[src/rtl/dmem_arbiter_pkg.sv]
`default_nettype none
// ============================================================================
// Package     : dmem_arbiter_pkg
// Description : Shared types for the data-memory arbiter: FSM states, response
//               owner encoding and the request bundle used by both ports.
// Revision    : 1.0 - initial release
// ============================================================================
package dmem_arbiter_pkg;

  localparam int DMEM_XLEN = 32;
  localparam int DMEM_AW   = 11;

  typedef enum logic [1:0] {
    ARB     = 2'd0,
    D_PRIO  = 2'd1,
    D_LOCK  = 2'd2,
    C_FORCE = 2'd3
  } arb_state_e;

  typedef enum logic {
    OWN_C = 1'b0,
    OWN_D = 1'b1
  } arb_owner_e;

  typedef struct packed {
    logic                 we;
    logic [3:0]           be;
    logic [DMEM_AW-1:0]   addr;
    logic [DMEM_XLEN-1:0] wdata;
  } dmem_req_t;

endpackage
`default_nettype wire

[src/rtl/dmem_arbiter.sv]
`default_nettype none
// ============================================================================
// Module      : dmem_arbiter
// Description : Shares the single-port data memory between the core MEM stage
//               (port C) and the debug/loader DMA (port D). One grant per
//               cycle, core priority with starvation relief and locked D
//               bursts, registered one-cycle read/ack response.
// Revision    : 1.0 - initial release
// ============================================================================
module dmem_arbiter
  import dmem_arbiter_pkg::*;
#(
  // XLEN/AW must match the package request struct widths.
  parameter int XLEN         = DMEM_XLEN,
  parameter int AW           = DMEM_AW,
  // Both limits are expected to be at least 2.
  parameter int STARVE_LIMIT = 4,
  parameter int MAX_LOCK     = 8
) (
  input  logic            clk_i,
  input  logic            rst_i,
  // core port
  input  logic            c_valid_i,
  output logic            c_ready_o,
  input  logic            c_we_i,
  input  logic [3:0]      c_be_i,
  input  logic [AW-1:0]   c_addr_i,
  input  logic [XLEN-1:0] c_wdata_i,
  output logic            c_rvalid_o,
  output logic [XLEN-1:0] c_rdata_o,
  output logic            c_stall_o,
  // debug / DMA port
  input  logic            d_valid_i,
  output logic            d_ready_o,
  input  logic            d_we_i,
  input  logic [3:0]      d_be_i,
  input  logic [AW-1:0]   d_addr_i,
  input  logic [XLEN-1:0] d_wdata_i,
  output logic            d_rvalid_o,
  output logic [XLEN-1:0] d_rdata_o,
  input  logic            d_lock_i,
  // memory port
  output logic            mem_en_o,
  output logic            mem_we_o,
  output logic [3:0]      mem_be_o,
  output logic [AW-1:0]   mem_addr_o,
  output logic [XLEN-1:0] mem_wdata_o,
  input  logic [XLEN-1:0] mem_rdata_i
);

  localparam int STARVE_W = $clog2(STARVE_LIMIT);
  localparam int LOCK_W   = $clog2(MAX_LOCK);
  localparam logic [STARVE_W-1:0] STARVE_LAST = STARVE_W'(STARVE_LIMIT - 1);
  localparam logic [LOCK_W-1:0]   LOCK_LAST   = LOCK_W'(MAX_LOCK - 1);

  arb_state_e           state, next_state;
  logic [STARVE_W-1:0]  starve_cnt, starve_nxt;
  logic [LOCK_W-1:0]    lock_cnt, lock_nxt;
  logic                 grant_c, grant_d;
  dmem_req_t            c_req, d_req, gnt_req;
  logic                 rsp_vld_q, rsp_we_q;
  arb_owner_e           rsp_own_q;

  assign c_req = '{we: c_we_i, be: c_be_i, addr: c_addr_i, wdata: c_wdata_i};
  assign d_req = '{we: d_we_i, be: d_be_i, addr: d_addr_i, wdata: d_wdata_i};

  // Grant selection and next-state/counter update; nothing is granted in reset.
  always_comb begin
    next_state = state;
    starve_nxt = starve_cnt;
    lock_nxt   = lock_cnt;
    grant_c    = 1'b0;
    grant_d    = 1'b0;
    if (!rst_i) begin
      case (state)
        ARB: begin
          if (c_valid_i)      grant_c = 1'b1;
          else if (d_valid_i) grant_d = 1'b1;
          if (grant_d) begin
            starve_nxt = '0;
            if (d_lock_i) begin
              next_state = D_LOCK;
              lock_nxt   = LOCK_W'(1);
            end
          end else if (d_valid_i) begin
            // D lost this cycle; once the wait count reaches its last value
            // the next cycle belongs to D.
            if (starve_cnt != STARVE_LAST) starve_nxt = starve_cnt + STARVE_W'(1);
            if (starve_nxt == STARVE_LAST) next_state = D_PRIO;
          end else begin
            starve_nxt = '0;
          end
        end
        D_PRIO: begin
          starve_nxt = '0;
          if (d_valid_i) begin
            grant_d = 1'b1;
            if (d_lock_i) begin
              next_state = D_LOCK;
              lock_nxt   = LOCK_W'(1);
            end else begin
              next_state = ARB;
            end
          end else begin
            // D withdrew its request: the slot falls back to the core.
            grant_c    = c_valid_i;
            next_state = ARB;
          end
        end
        D_LOCK: begin
          if (d_valid_i && d_lock_i) begin
            grant_d = 1'b1;
            if (lock_cnt == LOCK_LAST) begin
              // This is the MAX_LOCK-th consecutive locked grant.
              lock_nxt   = '0;
              next_state = c_valid_i ? C_FORCE : ARB;
            end else begin
              lock_nxt = lock_cnt + LOCK_W'(1);
            end
          end else begin
            lock_nxt   = '0;
            next_state = c_valid_i ? C_FORCE : ARB;
          end
        end
        C_FORCE: begin
          grant_c    = c_valid_i;
          lock_nxt   = '0;
          next_state = ARB;
        end
        default: next_state = ARB;
      endcase
    end
  end

  // Memory port mirrors the granted request; zeroed when idle.
  always_comb begin
    gnt_req = '0;
    if (grant_c)      gnt_req = c_req;
    else if (grant_d) gnt_req = d_req;
  end

  assign c_ready_o   = grant_c;
  assign d_ready_o   = grant_d;
  assign c_stall_o   = c_valid_i & ~grant_c & ~rst_i;
  assign mem_en_o    = grant_c | grant_d;
  assign mem_we_o    = gnt_req.we;
  assign mem_be_o    = gnt_req.be;
  assign mem_addr_o  = gnt_req.addr;
  assign mem_wdata_o = gnt_req.wdata;

  // FSM, counters and the one-deep response pipeline.
  always_ff @(posedge clk_i) begin
    if (rst_i) begin
      state      <= ARB;
      starve_cnt <= '0;
      lock_cnt   <= '0;
      rsp_vld_q  <= 1'b0;
      rsp_own_q  <= OWN_C;
      rsp_we_q   <= 1'b0;
    end else begin
      state      <= next_state;
      starve_cnt <= starve_nxt;
      lock_cnt   <= lock_nxt;
      rsp_vld_q  <= grant_c | grant_d;
      rsp_own_q  <= grant_d ? OWN_D : OWN_C;
      rsp_we_q   <= gnt_req.we;
    end
  end

  // Response is steered to its owner; a response caught by reset is suppressed.
  always_comb begin
    c_rvalid_o = rsp_vld_q & (rsp_own_q == OWN_C) & ~rst_i;
    d_rvalid_o = rsp_vld_q & (rsp_own_q == OWN_D) & ~rst_i;
    c_rdata_o  = (c_rvalid_o && !rsp_we_q) ? mem_rdata_i : '0;
    d_rdata_o  = (d_rvalid_o && !rsp_we_q) ? mem_rdata_i : '0;
  end

endmodule
`default_nettype wire
[config.mk]
export PLATFORM = sky130hd
export DESIGN_NAME = dmem_arbiter
export DESIGN_NICKNAME = d
export VERILOG_FILES = /design/src/rtl/dmem_arbiter_pkg.sv /design/src/rtl/dmem_arbiter.sv
export SDC_FILE = /design/constraint.sdc
export NUM_CORES = 1
export LEC_CHECK = 0
export BUFFER_PORTS_ARGS = -buffer_cell sky130_fd_sc_hd__buf_2
export CORE_AREA = 5 5 94 96
export CTS_BUF_LIST = sky130_fd_sc_hd__clkbuf_4
export CTS_CLUSTER_SIZE = 40
export DETAILED_ROUTE_END_ITERATION = 8
export DIE_AREA = 0 0 99 101
export PLACE_DENSITY_LB_ADDON = 0.05
export SETUP_SLACK_MARGIN = 0.05
export SKIP_LAST_GASP = 1
export SLEW_MARGIN = 20
export SYNTH_ARGS = -nofsm -noshare
export SYNTH_HDL_FRONTEND = slang
export SYNTH_SLANG_ARGS = --single-unit
[constraint.sdc]
create_clock -name clk_i -period 2.8 [get_ports clk_i]
set_input_delay 0.28 -clock clk_i [delete_from_list [all_inputs] [get_ports clk_i]]
set_output_delay 0.28 -clock clk_i [all_outputs]
set_load 0.01 [all_outputs]
---- Yosys cells after proc, flatten, opt, wreduce, memory -nomap -nowiden ----
Cells that the tools add are included.
storage, ports and cells
  input bits .............................. 133
  flip-flop bits (word level) ............. 10
  word-level logic and storage cells ...... 78
  output and inout bits ................... 118
cells by class
  mux-type cells .......................... 40
  $add $sub $neg .......................... 2
  equal/unequal tests ..................... 12
  reductions and logical operators ........ 8
  bitwise operators ....................... 10
operators by type and width
  cell                   number
  $mux W48               2
  $mux W32               2
  $mux W2                16
  $mux W3                5
  $ne A3 B3 Y1 const B   4
  $pmux W3 S4            1
  $mux W1                10
  $pmux W2 S4            1
  $and A1 B1 Y1          6
  $eq A2 B2 Y1 const B   3
  $ne A2 B2 Y1 const B   3
  $pmux W1 S3            2
  $pmux W2 S2            1
  $reduce_and A4 Y1      1
  $add A3 B1 Y3 const B  1
  $eq A3 B3 Y1 const B   1
  $logic_and A1 B1 Y1    3
  $not A1 Y1             3
  $add A2 B1 Y2 const B  1
  $eq A2 B1 Y1 const B   1
  $logic_not A2 Y1       1
  $reduce_and A2 Y1      1
  $reduce_bool A2 Y1     1
  $logic_not A1 Y1       1
  $or A1 B1 Y1           1

---- Depth between registers and ports, before layout ----
Gate-level depths: netlist of run 1.
  depth in word-level cells ............... 12
  mapped depth ............................ 9
  depth with buffers taken out ............ 7

---- Least setup slack after synthesis of run 1 ----
OpenSTA, ideal clock, no wires.
  kind .................................... reg-to-output
  start point ............................. reg state[0]
  end point ............................... out mem_addr_o[0]
  path buffers ............................ 1
  cell stages (with the launch flop) ...... 7
  data arrival time ....................... 1.573 ns
  data required time ...................... 2.520 ns
  path slack .............................. 0.947 ns
  cells stage by stage .................... dfxtp_1 inv_1 ha_1 a21o_1 o211ai_2 clkbuf_1 o21ai_1
on the way
  word-level cells in the longest chain between the ends .. 5
  elaborated cells between the ends (all ways) .. 10
  classes of those cells .................. eq/ne: 3; mux: 6; reduce/logical: 1
ends and longest elaborated chain
  item                                        line                 source
  start: declaration                          dmem_arbiter.sv:56   arb_state_e state, next_state;
  start signal: assignment                    dmem_arbiter.sv:161  state <= next_state;
  $eq A2 B2 Y1, or another cell as far along  dmem_arbiter.sv:75   case (state)
  $pmux W1 S3                                 dmem_arbiter.sv:75
  $mux W1                                     dmem_arbiter.sv:74   if (!rst_i) begin
  $mux W48                                    dmem_arbiter.sv:139  else if (grant_d) gnt_req = d_req;
  $mux W48 *                                  dmem_arbiter.sv:138  if (grant_c) gnt_req = c_req;
  end: declaration                            dmem_arbiter.sv:46   output logic [AW-1:0] mem_addr_o,
Mark *: on every way between the ends. The rest lies on a longest branch, timed or not.

---- Final worst setup path of run 1 ----
  start point ............................. reg state[1]
  end point ............................... out mem_wdata_o[21]
on the way
  word-level cells in the longest chain between the ends .. 5
  elaborated cells between the ends (all ways) .. 10
  classes of those cells .................. eq/ne: 3; mux: 6; reduce/logical: 1
ends and longest elaborated chain
  item                                        line                 source
  $eq A2 B2 Y1, or another cell as far along  dmem_arbiter.sv:75
  $pmux W1 S3                                 dmem_arbiter.sv:75
  $mux W1                                     dmem_arbiter.sv:74
  $mux W48                                    dmem_arbiter.sv:139
  $mux W48 *                                  dmem_arbiter.sv:138
  end: declaration                            dmem_arbiter.sv:47   output logic [XLEN-1:0] mem_wdata_o,
Marks and branches as above.

==> reports/results.tsv, run 1 <==
metric	value	unit
CTS H-tree lvls	1	
vias per inst	4.337	
worst-path fanout max	50	
insertion delay to the later sink of the worst-skew pair	270	ps
post-route ant nets	0	
Bufs on Longest Clock Path	2	
path depth of the worst reg2reg path	6	
Root Buffer	clkbuf_4	
RSZ-0062 raised after global routing	no	
Synth Warn #	0	
Total GRT Usage	16.02	%
synth top area cells	and2_1 (23%), nand2_1 (22%), o21ai_1 (14%)	
Worst setup SP type	flip-flop	
clock skew	6.302	ps
Yosys reg bits	10	
Crit path arrival time	2050	ps
cell count after synthesis	307	
Final Hold Fails	0	
DP HPWL	7375	microns
hold buffers post-CTS	0	
crit path capture type	output port	
worst hold path type	input port to flip-flop	
slowest stage delay, CP	370	ps
Clock Sinks	10	
CTS-repair resized insts	0	
Synth Net Count	447	
chip width	99	microns
First-pass DRT Iterations	4	
FP Rows	33	
Pleak	1.965	nW
Residual DRC	0	
Starting DRT DRC Count	66	
area grow syn2layout	74.60	%
WP data required	2520	ps
crit-path cells	inv_1, ha_1, nand2b_1, a211o_1, inv_6, nand2_1, o21ai_1, buf_2	
Final period util	83.31	%
die height	101	microns
non-filler instance count after layout	649	
core box area	7969	sq um
Tightest Pin Transition	470.2	ps
WS Path Type	flip-flop to output port	
sequential fraction of the synthesis area	11.26	%
CTS tree	yes	
Yosys top cell area share	22.52	%
RD Place Congestion	0.8156	
number of global-route vias before repair	2716	
dpl ws	732.7	ps
num ports	251	
grt peak-use layer	met2	
die area	9999	sq um
Period minus WS final	2333	ps
Setup-failing EPs final	0	
Max Slew Vio Count	0	
Max rail drop VDD	0.2409	mV
Max Freq	0.4287	GHz
Post-Syn Area per Cell	5.791	sq um
cts bufs inserted	3	
Synth Cell Area	1778	sq um
drt wl/cell	13.66	microns
met3 Use GR	4.844	%
Critical Path Stages	8	
total number of vias	2815	
biggest area consumer among synthesized cells	and2_1	
Yosys cell types	33	
max_cap viols	0	
global-route wire length before repair	13230	microns
PwrDens	549.3	nW/um^2
final setup margin	467.2	ps
Nets	684	
Tot Pwr	1.705	mW
Clock transition at path regs	70	ps
met2 Track Usage GR	31.97	%
Initial Util	22.31	%
largest net degree at the start of global routing	54	
run status	completed	
CP Buf/Inv Count	3	
total routed wirelength	8867	microns
total negative slack	0	ps
Port Buffer Count	250	
hold path depth	3	
CP top delay family	buffers and inverters	
setup bufs post-CTS	0	
initial antenna violation count	1	
Slew Limit Headroom	68.56	%
Critical-path top delay cell	a211o_1	
placed insts	644	
remaining global-route overflow	0	
GR Layer Usage met1	15.84	%
share of cells above drive strength 1	48.43	%
[final cells by class]
type,count,area (sq um)
Timing Repair Buffer,255,1301
Clock inverter,1,3.754
Clock buffer,3,22.52
Antenna cell,1,2.502
Sequential cell,10,200.2
Multi-Input combinational cell,264,1400
Inverter,10,42.54
Tap cell,105,131.4
Fill cell,913,4865
[path summary, 6_finish.rpt]
path,end,start,slack [ps]
setup reg to reg,state[1],state[0],920
hold reg to reg,lock_cnt[2],lock_cnt[2],460
hold / removal,rsp_we_q,c_we_i,270
setup / recovery,mem_wdata_o[21],state[1],470
[where the power goes]
part           total (mW)  switching [mW]  leakage (nW)  internal (mW)
clock network       0.106          0.0543        0.0154         0.0515
logic                1.38           0.833          1.87          0.551
registers           0.216          0.0323        0.0819          0.183
[cell families (layout without fill, tap and decap cells)]
kind of cell | Yosys count | in the layout | synth area share [%]
and+or+nand+nor | 187 | 187 | 50.04
AOI/OAI and AO/OA | 69 | 69 | 22.17
DFF | 10 | 10 | 11.26
other | 0 | 1 | 0
adders and majority gates | 7 | 7 | 4.926
buffers and inverters | 33 | 269 | 11.05
muxes | 1 | 1 | 0.5630
[registers in the layout (all words and copies together), names as in the netlist]
| register | flops |
|---|---|
| lock_cnt | 3 |
| rsp_own_q | 1 |
| rsp_vld_q | 1 |
| rsp_we_q | 1 |
| starve_cnt | 2 |
| state | 2 |
[cells in the mapped netlist (all sizes together)]
master  number
o211ai       1
and4b        1
nor3         2
and2        64
nand3        3
o21a         1
a211o        1
a21boi       1
a21oi        4
o21ai       52
o22ai        1
dfxtp       10
a211oi       2
nor2b        1
mux2i        1
o32a         1
ha           7
nand2      102
nor2         9
inv         10
o32ai        1
a31oi        1
a311oi       1
clkbuf      10
nand2b       3
a21o         1
buf         13
a221oi       1
and3         2
[worst min-delay path: stages]
cell and delay (ps):
buf_2 70, nand2_1 50, o21ai_1 90
[routing by layer]
metal / up-vias / part of all wire [%]
met5: - / 0
met4: 0 / 1.3
met3: 8 / 11
met2: 145 / 54
met1: 1200 / 34
li1: 1462 / -
[layout by cell type, fill, tap and decap left out, drive strengths merged, types with 2 or more instances in the layout]
| master | instances |
|---|---|
| ha | 7 |
| and2 | 64 |
| o21ai | 52 |
| nand2b | 3 |
| inv | 10 |
| buf | 255 |
| and3 | 2 |
| a21oi | 4 |
| nand2 | 102 |
| nor3 | 2 |
| a211oi | 2 |
| nand3 | 3 |
| dfxtp | 10 |
| clkbuf | 3 |
| nor2 | 9 |
[metrics by stage]
stage	hold slack, ps	util (%)	area [sq um]
6_report	269.0	38.95	3104
5_1_grt	284.7	38.95	3104
4_1_cts	282.9	38.92	3102
3_5_place_dp	450.7	38.59	3075
3_3_place_gp	445.2	38.59	3075
2_1_floorplan	410.4	-	1778
No activity file was read; power rests on OpenSTA's default activity.
==> inputs of run 2 (changes only) <==
==> constraint.sdc (replaced) <==
create_clock -name clk_i -period 2.2 [get_ports clk_i]
set_input_delay 0.22 -clock clk_i [delete_from_list [all_inputs] [get_ports clk_i]]
set_output_delay 0.22 -clock clk_i [all_outputs]
set_load 0.01 [all_outputs]
==> reports/results.tsv, run 2 (synthesis gave the netlist of run 1 again) <==
metric	value	unit	change
remaining global-route overflow	0		unchanged
critical path startpoint	state[0]		was state[1]
max_cap viols	0		unchanged
clock skew	5.677	ps	was 6.302 ps
post-route ant nets	0		unchanged
crit path capture type	output port		unchanged
drt wl/cell	14.28	microns	was 13.66 microns
Initial Util	22.31	%	unchanged
initial antenna violation count	0		was 1
Residual DRC	0		unchanged
core box area	7969	sq um	unchanged
Max rail drop VDD	0.2588	mV	was 0.2409 mV
WS Path Type	flip-flop to output port		unchanged
PwrDens	750.3	nW/um^2	was 549.3 nW/um^2
insertion delay to the later sink of the worst-skew pair	260	ps	was 270 ps
FP Rows	33		unchanged
Clock transition at path regs	60	ps	was 70 ps
placed insts	645		was 644
total negative slack	0	ps	unchanged
Top reg by flops	lock_cnt		unchanged
Worst setup SP type	flip-flop		unchanged
CTS tree	yes		unchanged
share of cells above drive strength 1	50.73	%	was 48.43%
Max Slew Vio Count	0		unchanged
total number of vias	2882		was 2815
Final Hold Fails	0		unchanged
number of global-route vias before repair	2865		was 2716
Regs by FF count	lock_cnt (3), starve_cnt (2), state (2)		unchanged
Slew Limit Headroom	70.95	%	was 68.56%
RD Place Congestion	0.8128		was 0.8156
non-filler instance count after layout	653		was 649
chip width	99	microns	unchanged
Starting DRT DRC Count	48		was 66
run status	completed		unchanged
Period minus WS final	2096	ps	
area grow syn2layout	86.07	%	was 74.60%
Crit path arrival time	1880	ps	was 2050 ps
Final period util	95.28	%	
RSZ-0062 raised after global routing	yes		was no
WP data required	1980	ps	was 2520 ps
num ports	251		unchanged
global-route wire length before repair	13780	microns	was 13230 microns
total routed wirelength	9325	microns	was 8867 microns
Setup-failing EPs final	0		unchanged
Bufs on Longest Clock Path	2		unchanged
Nets	690		was 684
Largest register FFs	3		unchanged
worst hold path type	input port to flip-flop		unchanged
Root Buffer	clkbuf_4		unchanged
commonest cells after routing, fill and taps aside	buf_2 (250), nand2_1 (102), and2_1 (64), o21ai_1 (49), dfxtp_1 (9)		was buf_2 (250), nand2_1 (102), and2_1 (64), o21ai_1 (49), dfxtp_1 (10)
Tightest Pin Transition	434.3	ps	was 470.2 ps
First-pass DRT Iterations	4		unchanged
die area	9999	sq um	unchanged
Inserted Diodes	0		was 1
DP HPWL	7230	microns	was 7375 microns
most common cell after layout, fill and taps aside	buf_2		unchanged
vias per inst	4.413		was 4.337
Total GRT Usage	16.71	%	was 16.02%
Hold Crit Start	c_we_i		unchanged
Pleak	2.046	nW	was 1.965 nW
Clock Sinks	10		unchanged
reg2reg start	state[0]		unchanged
Port Buffer Count	250		unchanged
worst-path fanout max	30		was 50
Max Freq	0.4770	GHz	
CTS H-tree lvls	1		unchanged
largest net degree at the start of global routing	33		was 54
die height	101	microns	unchanged
cts bufs inserted	3		unchanged
-- run 2: cell count changes in the layout (fill, tap and decap cells not counted), moves of 2 or more --
| cell | change |
|---|---|
| buf_12 | +2 |
| buf_16 | +2 |
| ha_1 | -3 |
| ha_4 | +3 |
| inv_1 | -2 |
| inv_2 | +2 |
| nor2_1 | -2 |
-- run 2: power breakdown --
part / internal [mW] / switching [mW]
Clock: 0.0630 / 0.0588
Combinational: 0.890 / 1.19
Sequential: 0.240 / 0.0439
-- run 2: worst max-delay path, cell delays in order, from the launching register on --
cell and delay (ps):
dfxtp_4 380, inv_2 80, ha_4 240, a211o_4 420, buf_12 200, nand2_1 70
o21ai_1 70, buf_2 150
-- run 2: layout make-up --
class	count	area (sq um)
clock buffers	3	22.52
flip-flops and latches	10	203.9
well taps	105	131.4
inverters	10	53.80
repair inverters	1	11.26
multi-input cells	264	1456
fillers	862	4661
repair buffers	260	1429
-- run 2: through the flow --
stage	power [mW]	area [sq um]	utilization (%)	setup slack, ps	hold WS (ps)
final	2.482	3308	41.51	103.8	239.5
after global routing	2.731	3308	41.51	21.07	274.5
after CTS	2.391	3229	40.52	37.32	248.5
after detailed placement	2.079	3083	38.69	222.3	455.7
after global placement	2.082	3083	38.69	221.5	455.0
after floorplan	1.432	1778	-	407.1	350.4
-- run 2: worst paths after layout --
path	endpoint	slack, ps	cells past startpoint
min reg2reg	lock_cnt[1]	460	2
max	mem_wdata_o[28]	100	7
max reg2reg	state[1]	400	6
min	rsp_we_q	240	3
-- run 2: layer usage --
layer  global-route usage, %  wire (microns)  vias up
met5                       0               0        -
li1                        -               -     1475
met1                   16.27            3200     1252
met2                   34.40            5129      147
met3                   4.706             912        8
met4                   3.466              84        0
-- run 2: timing repair --
action / 4_1_cts / 5_1_grt
resized for setup: 15 / 12
pin swaps: 2 / 2
setup buffers: 1 / 0
hold buffers: 0 / 0
cloned: 3 / 1
setup endpoints to repair: 50 / 50
